File: src/rtl/register_access_stage_ctrl_pkg.sv
// Shared constants and types for the register-access stage control block.
package register_access_stage_ctrl_pkg;
    localparam int OP_W           = 3;
    localparam int OPS_W          = 4 * OP_W;
    localparam int RAC_FIFO_DEPTH = 2;

    typedef logic [OP_W-1:0] op_t;

    localparam op_t OP_TYPE_SEG  = 3'b010;
    localparam op_t OP_TYPE_NONE = 3'b000;

    typedef struct packed {
        op_t op0;
        op_t op0_reg;
        op_t op1;
        op_t op1_reg;
    } rac_ops_t;

    // Operand types leaving an empty slot must never look like a segment op.
    function automatic op_t mask_op(input logic vld, input op_t op);
        return vld ? op : OP_TYPE_NONE;
    endfunction
endpackage

File: src/rtl/register_access_stage_ctrl_rac_skid_fifo.sv
// Two-entry output FIFO for issued instructions; full is a registered-count decode.
module rac_skid_fifo
    import register_access_stage_ctrl_pkg::*;
#(
    parameter int WIDTH = 76
) (
    input  logic             clk,
    input  logic             reset,
    input  logic             flush,
    input  logic             push,
    input  logic [WIDTH-1:0] push_data,
    input  logic             pop_ready,
    output logic             out_valid,
    output logic [WIDTH-1:0] out_data,
    output logic             full
);
    logic [RAC_FIFO_DEPTH-1:0][WIDTH-1:0] mem;
    logic                                 wr_ptr;
    logic                                 rd_ptr;
    logic [1:0]                           count;
    logic                                 pop;

    assign out_valid = (count != 2'd0);
    assign full      = (count == 2'(RAC_FIFO_DEPTH));
    assign pop       = out_valid & pop_ready;
    assign out_data  = mem[rd_ptr];

    // One-bit pointers give the modulo-2 wrap for free.
    always_ff @(posedge clk or posedge reset) begin
        if (reset) begin
            mem    <= '0;
            wr_ptr <= 1'b0;
            rd_ptr <= 1'b0;
            count  <= 2'd0;
        end else if (flush) begin
            wr_ptr <= 1'b0;
            rd_ptr <= 1'b0;
            count  <= 2'd0;
        end else begin
            if (push) begin
                mem[wr_ptr] <= push_data;
                wr_ptr      <= ~wr_ptr;
            end
            if (pop)
                rd_ptr <= ~rd_ptr;
            count <= count + {1'b0, push} - {1'b0, pop};
        end
    end
endmodule

File: src/rtl/register_access_stage_ctrl.sv
// Register-access stage control: hold register, stall-table handshake, 2-entry output FIFO.
// Optional stall performance counter built when REG_ACCESS_STALL_PERF_EN is defined.
module register_access_stage_ctrl
    import register_access_stage_ctrl_pkg::*;
#(
    parameter int PAYLOAD_WIDTH = 64
) (
    input  logic                     clk,
    input  logic                     reset,
    input  logic                     flush,
    input  logic                     in_valid,
    output logic                     in_ready,
    input  logic [PAYLOAD_WIDTH-1:0] in_payload,
    input  logic [OP_W-1:0]          in_op0,
    input  logic [OP_W-1:0]          in_op0_reg,
    input  logic [OP_W-1:0]          in_op1,
    input  logic [OP_W-1:0]          in_op1_reg,
    output logic [OP_W-1:0]          st_op0,
    output logic [OP_W-1:0]          st_op0_reg,
    output logic [OP_W-1:0]          st_op1,
    output logic [OP_W-1:0]          st_op1_reg,
    output logic                     st_next_stage_ready,
    input  logic                     seg_stall,
    output logic                     out_valid,
    input  logic                     out_ready,
    output logic [PAYLOAD_WIDTH-1:0] out_payload,
    output logic [OP_W-1:0]          out_op0,
    output logic [OP_W-1:0]          out_op0_reg,
    output logic [OP_W-1:0]          out_op1,
    output logic [OP_W-1:0]          out_op1_reg,
    output logic [31:0]              stall_cycles
);
    localparam int ENTRY_W = PAYLOAD_WIDTH + OPS_W;

    logic                     h_valid;
    logic [PAYLOAD_WIDTH-1:0] h_payload;
    rac_ops_t                 h_ops;
    logic                     fifo_full;
    logic                     issue;
    logic                     load;
    logic [ENTRY_W-1:0]       fifo_out;
    rac_ops_t                 out_ops;

    // Space is judged on the registered count only, keeping out_ready off the issue path.
    assign issue    = h_valid & ~seg_stall & ~fifo_full & ~flush;
    assign in_ready = ~flush & (~h_valid | issue);
    assign load     = in_valid & in_ready;

    assign st_op0              = mask_op(h_valid, h_ops.op0);
    assign st_op1              = mask_op(h_valid, h_ops.op1);
    assign st_op0_reg          = h_ops.op0_reg;
    assign st_op1_reg          = h_ops.op1_reg;
    assign st_next_stage_ready = issue;

    always_ff @(posedge clk or posedge reset) begin
        if (reset) begin
            h_valid   <= 1'b0;
            h_payload <= '0;
            h_ops     <= '0;
        end else if (flush) begin
            h_valid <= 1'b0;
        end else if (load) begin
            h_valid   <= 1'b1;
            h_payload <= in_payload;
            h_ops     <= '{op0: in_op0, op0_reg: in_op0_reg, op1: in_op1, op1_reg: in_op1_reg};
        end else if (issue) begin
            h_valid <= 1'b0;
        end
    end

    rac_skid_fifo #(.WIDTH(ENTRY_W)) u_fifo (
        .clk       (clk),
        .reset     (reset),
        .flush     (flush),
        .push      (issue),
        .push_data ({h_ops, h_payload}),
        .pop_ready (out_ready),
        .out_valid (out_valid),
        .out_data  (fifo_out),
        .full      (fifo_full)
    );

    assign {out_ops, out_payload} = fifo_out;
    assign out_op0     = out_ops.op0;
    assign out_op0_reg = out_ops.op0_reg;
    assign out_op1     = out_ops.op1;
    assign out_op1_reg = out_ops.op1_reg;

`ifdef REG_ACCESS_STALL_PERF_EN
    always_ff @(posedge clk or posedge reset) begin
        if (reset)
            stall_cycles <= '0;
        else if (h_valid & seg_stall & ~flush & ~(&stall_cycles))
            stall_cycles <= stall_cycles + 32'd1;
    end
`else
    assign stall_cycles = 32'h0;
`endif
endmodule

File: config.mk
export PLATFORM = sky130hd
export DESIGN_NAME = register_access_stage_ctrl
export DESIGN_NICKNAME = d
export VERILOG_FILES = /design/src/rtl/register_access_stage_ctrl_pkg.sv /design/src/rtl/register_access_stage_ctrl_rac_skid_fifo.sv /design/src/rtl/register_access_stage_ctrl.sv
export SDC_FILE = /design/constraint.sdc
export NUM_CORES = 1
export LEC_CHECK = 0
export BUFFER_PORTS_ARGS = -buffer_cell sky130_fd_sc_hd__buf_2
export CORE_MARGIN = 1
export CORE_UTILIZATION = 50
export CTS_CLUSTER_DIAMETER = 50
export DETAILED_ROUTE_END_ITERATION = 12
export GPL_TIMING_DRIVEN = 0
export PLACE_DENSITY = 0.81
export SETUP_SLACK_MARGIN = 0.1
export SYNTH_ARGS = -nofsm -noshare
export SYNTH_HDL_FRONTEND = slang
export SYNTH_SLANG_ARGS = --single-unit
File: constraint.sdc
create_clock -name clk -period 7.4 [get_ports clk]
set_input_delay 0.74 -clock clk [delete_from_list [all_inputs] [get_ports clk]]
set_output_delay 0.74 -clock clk [all_outputs]
set_load 0.01 [all_outputs]
==> results of run 1 <==
-- cell usage in the layout (no fill, tap or decap), drive strengths merged, types with 2 or more instances in the layout --
master	instances
nor2b	2
clkbuf	68
o21ai	2
or2	2
nor2	2
clkinv	6
o22ai	76
bufinv	5
conb	32
ha	2
buf	239
mux2	228
dfrtp	233
and2	7
a21oi	2
nor3	3
inv	9
nand2	152
-- cells by family (layout without fill, tap and decap cells) --
logic type,after synthesis,after routing,share of synthesized area [%]
muxes,228,228,26.1
other,1,33,0.0360
AOI/OAI and AO/OA,82,82,4.92
adders and majority gates,2,2,0.240
xor gates and xnor gates,2,2,0.168
and+or+nand+nor,173,173,6.83
buffers and inverters,104,328,5.66
DFF,233,233,56.0
-- power by group --
part           switching [mW]  internal [mW]  total [mW]
clock network           0.546          0.928        1.47
logic                   0.696          0.807        1.50
registers               0.224           1.65        1.87
-- area by class of cell --
| cell class | instances | area share, % |
|---|---|---|
| Sequential cell | 233 | 45.7 |
| Multi-Input combinational cell | 519 | 32.1 |
| Timing Repair Buffer | 172 | 6.92 |
| Clock buffer | 36 | 6.12 |
| Buffer | 99 | 4.47 |
| Tap cell | 270 | 2.65 |
| Clock inverter | 16 | 1.82 |
| Inverter | 5 | 0.206 |
| Antenna cell | 1 | 0.0196 |
-- how the worst max path moves through the flow --
stage | startpoint | to | slack, ns | cells after the start
after floorplan | reset | h_ops[10] | 0.27 | 1
after global placement | reset | u_fifo.mem[121] | -2.16 | 2
after detailed placement | flush | in_ready | 4.09 | 8
after CTS | u_fifo.rd_ptr | out_payload[19] | 3.78 | 5
after global routing | u_fifo.rd_ptr | out_payload[19] | 3.69 | 5
final | u_fifo.rd_ptr | out_payload[19] | 3.81 | 5
-- per-layer routing --
layer | wire [microns] | vias up | global-route usage [%] | part of all wire (%)
met2 | 11800 | 239 | 37.9 | 47
li1 | - | 3275 | - | -
met5 | 26 | - | 0 | 0.10
met3 | 1760 | 38 | 4.84 | 7.1
met1 | 10800 | 3594 | 32.7 | 44
met4 | 471 | 4 | 6.25 | 1.9
-- worst max-delay path, stage by stage (launching register included) --
cell,delay (ns)
dfrtp_1,0.32
clkbuf_1,0.17
buf_1,0.54
clkbuf_1,0.69
mux2_2,0.44
buf_2,0.14
-- metrics by stage --
step	area, sq um	util, %	hold WS, ns
2_1_floorplan	10500	-	0.475
3_3_place_gp	11700	57.7	0.483
3_5_place_dp	11800	57.9	0.490
4_1_cts	12800	62.9	0.396
5_1_grt	12800	62.9	0.414
6_report	12800	62.9	0.361
==> run_results.csv, run 1 <==
group,metric,value,unit
setup_path,critical_path_class,"reg -> out",
pwr,ir_drop,0.287,mV
layout,fin_cells,1351,
yosys,ys_seq_area_share,56.0,%
layout,nNetsFinal,1142,
clocking,cts_hold_buf,0,
layout,top_register,"u_fifo.mem",
timing,worst_pin_slew,0.849,ns
yosys,netlist_area,10400,sq um
route,vias,7150,
timing,slew_headroom,43.4,%
place,hpwl,17.0,mm
route,wl,24.9,mm
layout,largest_reg_flops,152,
setup_path,start_kind,"flop",
route,dr.pass1.iters,5,
yosys,synth_common_cells,"233 x dfrtp_1, 188 x mux2_2, 152 x nand2_1",
timing,setup_tns,0,ns
yosys,synthArstFlopShare,100,%
yosys,synth_area_leader_cell,"dfrtp_1",
clocking,post_cts_buffers,0,
clocking,cts-root-buf,"clkbuf_16",
timing,layout_setup_ws,3.81,ns
timing,fmax,279,MHz
die,die_h,146,microns
die,rows,52,
timing,period_share,48.5,%
pwr,p_total,4.85,mW
clocking,htreeDepth,1,
clocking,cts_buffer_depth,3,
setup_path,end_kind,"output pin",
setup_path,cp.required,6.66,ns
run,drv_cap,0,
clocking,clkTransAtPathRegs,0.06,ns
yosys,yosysMostFrequentCell,"dfrtp_1",
layout,seq_area,5830,sq um
global_routing,antenna_found_initial,4,
clocking,cts_tree,"built",
layout,drive_gt1_share,47.5,%
place,pre_cts_ws,4.09,ns
pwr,power_density,380,nW/um^2
global_routing,grtUsageTotal,23.6,%
yosys,syn_avg_cell_area,12.6,sq um
place,port-buffer-count,171,
layout,synthToLayoutAreaGrowth,22.7,%
yosys,synth_top_area_share,56.0,%
hold_path,hp-class,"in -> async",
layout,reg_top3,"u_fifo.mem: 152 flops, h_payload: 64 flops, h_ops: 6 flops",
global_routing,grt_pass1_wl,39.7,mm
setup_path,critPathArrivalTime,2.85,ns
place,dp_cells,1298,
yosys,synth_edf_count,0,
global_routing,grt_pass1_vias,7381,
timing,rsz0062_at_grt,"no",
place,gp_congestion,0.778,
yosys,synth_cells,825,
route,drc,0,
layout,multi_input_area,4100,sq um
clocking,cts_resized,0,
outcome,outcome,"finished, final reports clean",
timing,hold_violations,0,
die,die_area,21400,sq um
die,num_io_pins,205,
die,fp.coreArea,20300,sq um
timing,setup_viol,0,
yosys,ys_top_cells_by_area,"dfrtp_1 56%, mux2_2 20%, mux2_4 5.8%, nand2_1 5.5%, o22ai_1 4.6%",
setup_path,r2r-start,"u_fifo.count[1]",
yosys,synth_top_flop_cell,"dfrtp_1",
setup_path,r2r_cells,5,
clocking,cts_buffers,28,
yosys,ys_ff_latch,233,
pwr,leakagePower,6.54,nW
setup_path,worstPathMaxFanout,10,
timing,clock_skew,0.0115,ns
die,dieWidth,146,microns
layout,fill_cells,1577,
global_routing,grt_remaining_overflow,0,
yosys,netlist-cell-type-count,31,
timing,post-route-min-period,3.59,ns
yosys,synth-warning-count,0,
route,vias_per_cell,5.29,
global_routing,grt_start_max_net_pins,121,
clocking,clock-sinks,233,
setup_path,r2r-end,"h_payload[16]",
route,drt_iter0_markers,264,
setup_path,ff2ff_setup_slack,4.96,ns
die,initial_utilization,51.3,%
route,routedWlPerCell,18.4,microns
route,detail-route-antenna-nets,0,
clocking,insertion_delay,0.53,ns
timing,finalMaxSlewViolations,0,
(Power assumes the default switching activity.)
==> run 2, diff against run 1 <==
==> constraint.sdc (replaced) <==
create_clock -name clk -period 3.02 [get_ports clk]
set_input_delay 0.302 -clock clk [delete_from_list [all_inputs] [get_ports clk]]
set_output_delay 0.302 -clock clk [all_outputs]
set_load 0.01 [all_outputs]
==> run_results.csv, run 2 (same netlist as run 1, synthesis figures left out) <==
group,metric,value,unit
outcome,outcome,"finished, final reports clean",
die,die_area,21400,sq um
timing,finalMaxSlewViolations,0,
setup_path,critPathArrivalTime,2.32,ns
clocking,clkTransAtPathRegs,0.06,ns
clocking,cts_buffer_depth,3,
route,routedWlPerCell,18.7,microns
hold_path,hp-start,"in_payload[16]",
clocking,htreeDepth,1,
setup_path,end_kind,"output pin",
die,fp.coreArea,20300,sq um
layout,synthToLayoutAreaGrowth,22.7,%
route,detail-route-antenna-nets,0,
clocking,cts_buffers,27,
place,hpwl,17.4,mm
layout,fill_cells,1597,
setup_path,start_kind,"flop",
run,drv_cap,0,
global_routing,grt_pass1_vias,7353,
setup_path,worstPathMaxFanout,19,
setup_path,r2r-start,"h_valid",
die,die_h,146,microns
layout,drive_gt1_share,48.0,%
global_routing,grt_pass1_wl,40.5,mm
clocking,post_cts_buffers,0,
setup_path,r2r-end,"u_fifo.mem[98]",
route,vias,7128,
setup_path,r2r_cells,5,
global_routing,antenna_found_initial,3,
timing,post-route-min-period,2.62,ns
timing,clock_skew,0.0114,ns
setup_path,cp.required,2.72,ns
place,port-buffer-count,171,
setup_path,ff2ff_setup_slack,0.64,ns
die,num_io_pins,205,
layout,final_common_cell,"dfrtp_1",
die,dieWidth,146,microns
timing,worst_pin_slew,0.863,ns
clocking,cts-root-buf,"clkbuf_16",
global_routing,grtUsageTotal,24.1,%
place,dpl_cell_area,11800,sq um
layout,stdcell_area,12800,sq um
pwr,ir_drop,0.626,mV
hold_path,hold_path_depth,3,
setup_path,path_cells,"nor2b_2, o22a_1, clkbuf_2, inv_1, buf_2",
timing,setup_tns,0,ns
layout,largest_reg_flops,152,
timing,setup_viol,0,
setup_path,critical_path_class,"reg -> out",
place,gp_congestion,0.773,
timing,period_share,86.7,%
pwr,power_density,911,nW/um^2
hold_path,hp-class,"in -> reg",
pwr,p_total,11.6,mW
hold_path,min_to,"h_payload[16]",
route,drt_iter0_markers,412,
route,wl,25.3,mm
route,vias_per_cell,5.26,
global_routing,grt_start_max_net_pins,44,
route,drc,0,
route,dr.pass1.iters,4,
die,rows,52,
timing,fmax,382,MHz
layout,layout_common_cells,"233 x dfrtp_1, 188 x mux2_2, 186 x buf_2",
die,initial_utilization,51.3,%
layout,reg_top3,"u_fifo.mem: 152 flops, h_payload: 64 flops, h_ops: 6 flops",
layout,top_register,"u_fifo.mem",
pwr,leakagePower,6.54,nW
clocking,cts_tree,"built",
clocking,clock-sinks,233,
timing,hold_violations,0,
layout,nNetsFinal,1145,
timing,slew_headroom,42.5,%
clocking,insertion_delay,0.53,ns
timing,rsz0062_at_grt,"no",
setup_path,slowest_stage,"clkbuf_2",
setup_path,critical_path.max_stage_delay,0.52,ns
global_routing,grt_remaining_overflow,0,
## run 2: power breakdown
group / internal [mW] / total, mW / switching (mW)
clock network: 2.05 / 3.34 / 1.29
registers: 4.04 / 4.59 / 0.547
logic: 1.99 / 3.71 / 1.71
## run 2: worst max-delay path: cells and delay by family, from the launching register on
kind                   cells  cell delay, ns
AOI/OAI and AO/OA          1            0.32
buffers and inverters      3            0.74
DFF                        1            0.40
and+or+nand+nor            1            0.33
## run 2: layout make-up
type,count,area (sq um),share of cell area [%]
Antenna cell,4,10.0,0.0784
Buffer,98,573,4.49
Clock buffer,37,773,6.06
Clock inverter,11,150,1.18
Inverter,5,22.5,0.176
Multi-Input combinational cell,519,4100,32.1
Sequential cell,233,5830,45.7
Tap cell,270,338,2.65
Timing Repair Buffer,177,966,7.57
## run 2: repair_timing
item,4_1_cts,5_1_grt
hold buffers,1,0
pin swaps,0,0
setup endpoints to repair,31,6
endpoints found under the hold margin,32,0
resized for setup,4,2
## run 2: metrics by stage
| step | worst slack (ns) | util [%] | hold slack, ns | std cells |
|---|---|---|---|---|
| 2_1_floorplan | -0.332 | - | 0.447 | 856 |
| 3_3_place_gp | -1.66 | 57.7 | 0.483 | 1297 |
| 3_5_place_dp | 0.412 | 58.2 | 0.485 | 1302 |
| 4_1_cts | 0.113 | 62.9 | 0.00665 | 1351 |
| 5_1_grt | 0.290 | 62.9 | 0.0171 | 1351 |
| 6_report | 0.402 | 62.9 | 0.0203 | 1354 |
## run 2: how the worst max path moves through the flow
stage,depth (start not counted),slack (ns),startpoint,endpoint
floorplan,1,-0.33,reset,h_ops[10]
global placement,2,-1.66,reset,u_fifo.mem[45]
detailed placement,5,0.41,u_fifo.rd_ptr,out_payload[59]
CTS,6,0.11,u_fifo.count[1],in_ready
global route,5,0.29,u_fifo.count[1],in_ready
finish,5,0.40,u_fifo.count[1],in_ready
## run 2: layer usage
metal	track usage, %	part of all wire (%)	vias up
met3	3.78	5.6	38
met1	33.8	45	3576
met4	5.78	2.1	2
met5	0	0.051	-
li1	-	-	3274
met2	39.5	47	238
==> run 3, diff against run 2 <==
--- a/config.mk
+++ b/config.mk
@@ -11,7 +11,7 @@
 export CTS_CLUSTER_DIAMETER = 50
 export DETAILED_ROUTE_END_ITERATION = 12
 export GPL_TIMING_DRIVEN = 0
-export PLACE_DENSITY = 0.81
+export PLACE_DENSITY = 0.86
 export SETUP_SLACK_MARGIN = 0.1
 export SYNTH_ARGS = -nofsm -noshare
 export SYNTH_HDL_FRONTEND = slang
==> run_results.csv, run 3 (same netlist as run 1, synthesis figures left out) <==
group,metric,value,unit
place,dp_cells,1303,
timing,worst_pin_slew,0.890,ns
setup_path,worstPathMaxFanout,10,
route,routedWlPerCell,19.0,microns
pwr,power_frac_seq,38.8,%
setup_path,crit_buf_inv,4,
timing,clock_skew,0.00796,ns
setup_path,path_cells,"clkbuf_1, buf_2, clkbuf_2, mux2_2, buf_2",
place,hpwl,17.8,mm
layout,layout_common_cells,"233 x dfrtp_1, 188 x mux2_2, 186 x buf_2",
setup_path,cp_num_cells,5,
global_routing,grt_start_max_net_pins,45,
clocking,post_cts_buffers,0,
layout,seq_area,5830,sq um
clocking,cts_buffers,27,
layout,fill_cells,1569,
route,dr.pass1.iters,4,
setup_path,r2r-start,"h_valid",
clocking,cts_buffer_depth,3,
timing,finalMaxSlewViolations,0,
global_routing,grt_pass1_vias,7649,
setup_path,endpoint,"out_payload[15]",
layout,fin_cells,1354,
clocking,htreeDepth,1,
layout,drive_gt1_share,48.0,%
timing,fmax,381,MHz
setup_path,critical_path.max_stage_delay,0.44,ns
route,detail-route-antenna-nets,0,
setup_path,start_kind,"flop",
route,drt_iter0_markers,329,
setup_path,startpoint,"u_fifo.rd_ptr",
route,drc,0,
clocking,clkTransAtPathRegs,0.06,ns
hold_path,hp-class,"in -> reg",
setup_path,r2r-end,"h_payload[2]",
setup_path,r2r_cells,6,
global_routing,antenna_found_initial,1,
timing,rsz0062_at_grt,"no",
layout,largest_reg_flops,152,
setup_path,slowest_stage,"clkbuf_2",
layout,top_register,"u_fifo.mem",
layout,multi_input_area,4100,sq um
die,die_area,21400,sq um
setup_path,cpMostUsedCell,"buf_2",
die,dieWidth,146,microns
pwr,p_int,8.23,mW
die,rows,52,
layout,final_common_cell,"dfrtp_1",
pwr,ir_drop,0.544,mV
route,vias,7242,
run,drv_cap,0,
die,fp.coreArea,20300,sq um
pwr,switching_power,3.65,mW
die,initial_utilization,51.3,%
timing,post-route-min-period,2.62,ns
global_routing,grtUsageTotal,24.8,%
global_routing,grt_remaining_overflow,0,
timing,period_share,86.9,%
setup_path,critPathTopFamily,"buffers and inverters",
clocking,cts-root-buf,"clkbuf_16",
clocking,cts_tree,"built",
route,vias_per_cell,5.35,
layout,synthToLayoutAreaGrowth,23.2,%
pwr,combPwrFrac,31.5,%
layout,nNetsFinal,1146,
timing,hold_violations,0,
pwr,p_total,11.9,mW
timing,setup_viol,0,
timing,slew_headroom,40.7,%
clocking,insertion_delay,0.54,ns
setup_path,end_kind,"output pin",
setup_path,cp.required,2.72,ns
die,die_h,146,microns
outcome,outcome,"finished, final reports clean",
pwr,power_density,926,nW/um^2
route,wl,25.8,mm
die,num_io_pins,205,
place,port-buffer-count,171,
setup_path,critPathArrivalTime,2.32,ns
layout,reg_top3,"u_fifo.mem: 152 flops, h_payload: 64 flops, h_ops: 6 flops",
pwr,swShare,30.7,%
setup_path,ff2ff_setup_slack,0.65,ns
clocking,clock-sinks,233,
global_routing,grt_pass1_wl,41.6,mm
pwr,power_frac_clock,29.7,%
setup_path,critical_path_class,"reg -> out",
pwr,leakagePower,6.57,nW
place,gp_congestion,0.801,
run 3: cell types whose count changed in the layout (fill, tap and decap cells not counted):
cell / previous run / this run
inv_6: 2 / 5
diode_2: 4 / 1
inv_8: 1 / 0
clkbuf_8: 6 / 4
clkinv_2: 3 / 2
clkbuf_1: 30 / 31
bufinv_16: 3 / 5
buf_12: 5 / 6
run 3: timing repair:
item,CTS,global route
hold endpoints to repair,19,0
resized for setup,5,0
endpoints found under the setup margin,31,1
hold buffers,1,0
run 3: routing by layer:
| layer | vias up | track usage (%) | share of wire (%) |
|---|---|---|---|
| met3 | 46 | 4.94 | 7.1 |
| met5 | - | 0 | 0.047 |
| met2 | 267 | 42.0 | 49 |
| met4 | 2 | 5.83 | 2.0 |
| met1 | 3660 | 32.9 | 42 |
| li1 | 3267 | - | - |
run 3: layout make-up:
| class | instances | share of cell area [%] |
|---|---|---|
| sequential | 233 | 45.5 |
| clock buffer | 36 | 5.84 |
| buffer | 98 | 4.47 |
| timing repair buffer | 178 | 7.69 |
| tap | 270 | 2.63 |
| clock inverter | 14 | 1.72 |
| inverter | 5 | 0.176 |
| multi-input combinational | 519 | 32.0 |
| antenna | 1 | 0.0195 |
run 3: how the worst min path moves through the flow:
stage | cells after the start | end | start | slack (ns)
2_1_floorplan | 2 | st_op1_reg[0] | in_op1_reg[0] | 0.45
3_3_place_gp | 1 | u_fifo.mem[34] | u_fifo.mem[34] | 0.48
3_5_place_dp | 2 | st_op0_reg[1] | reset | 0.40
4_1_cts | 3 | h_payload[28] | in_payload[28] | 0.006
5_1_grt | 3 | h_payload[18] | in_payload[18] | 0.02
6_report | 3 | h_payload[28] | in_payload[28] | 0.02
run 3: stage by stage:
step	setup WS, ns	setup TNS (ns)	hold WS (ns)	instance area (sq um)	util, %
global route	0.309	0	0.0212	12800	63.2
finish	0.397	0	0.0199	12800	63.2
CTS	0.182	0	0.00595	12800	63.2
floorplan	-0.332	-77.34	0.447	10500	-
global placement	-1.56	-360.93	0.483	11700	57.7
detailed placement	0.377	0	0.398	11800	58.3
run 3: power by group through the flow:
stage          clock (mW)  sequential [mW]  combinational [mW]
6_report             3.52             4.61                3.74
5_1_grt              3.70             4.73                4.04
4_1_cts              3.56             4.60                3.78
3_5_place_dp            0             4.63                3.73
3_3_place_gp            0             4.56                3.62
2_1_floorplan           0             4.44                2.55
run 3: tightest hold or removal path: cells and delay by family:
family | cells | cell delay, ns
and+or+nand+nor | 1 | 0.05
AOI/OAI and AO/OA | 1 | 0.06
buffers and inverters | 1 | 0.09
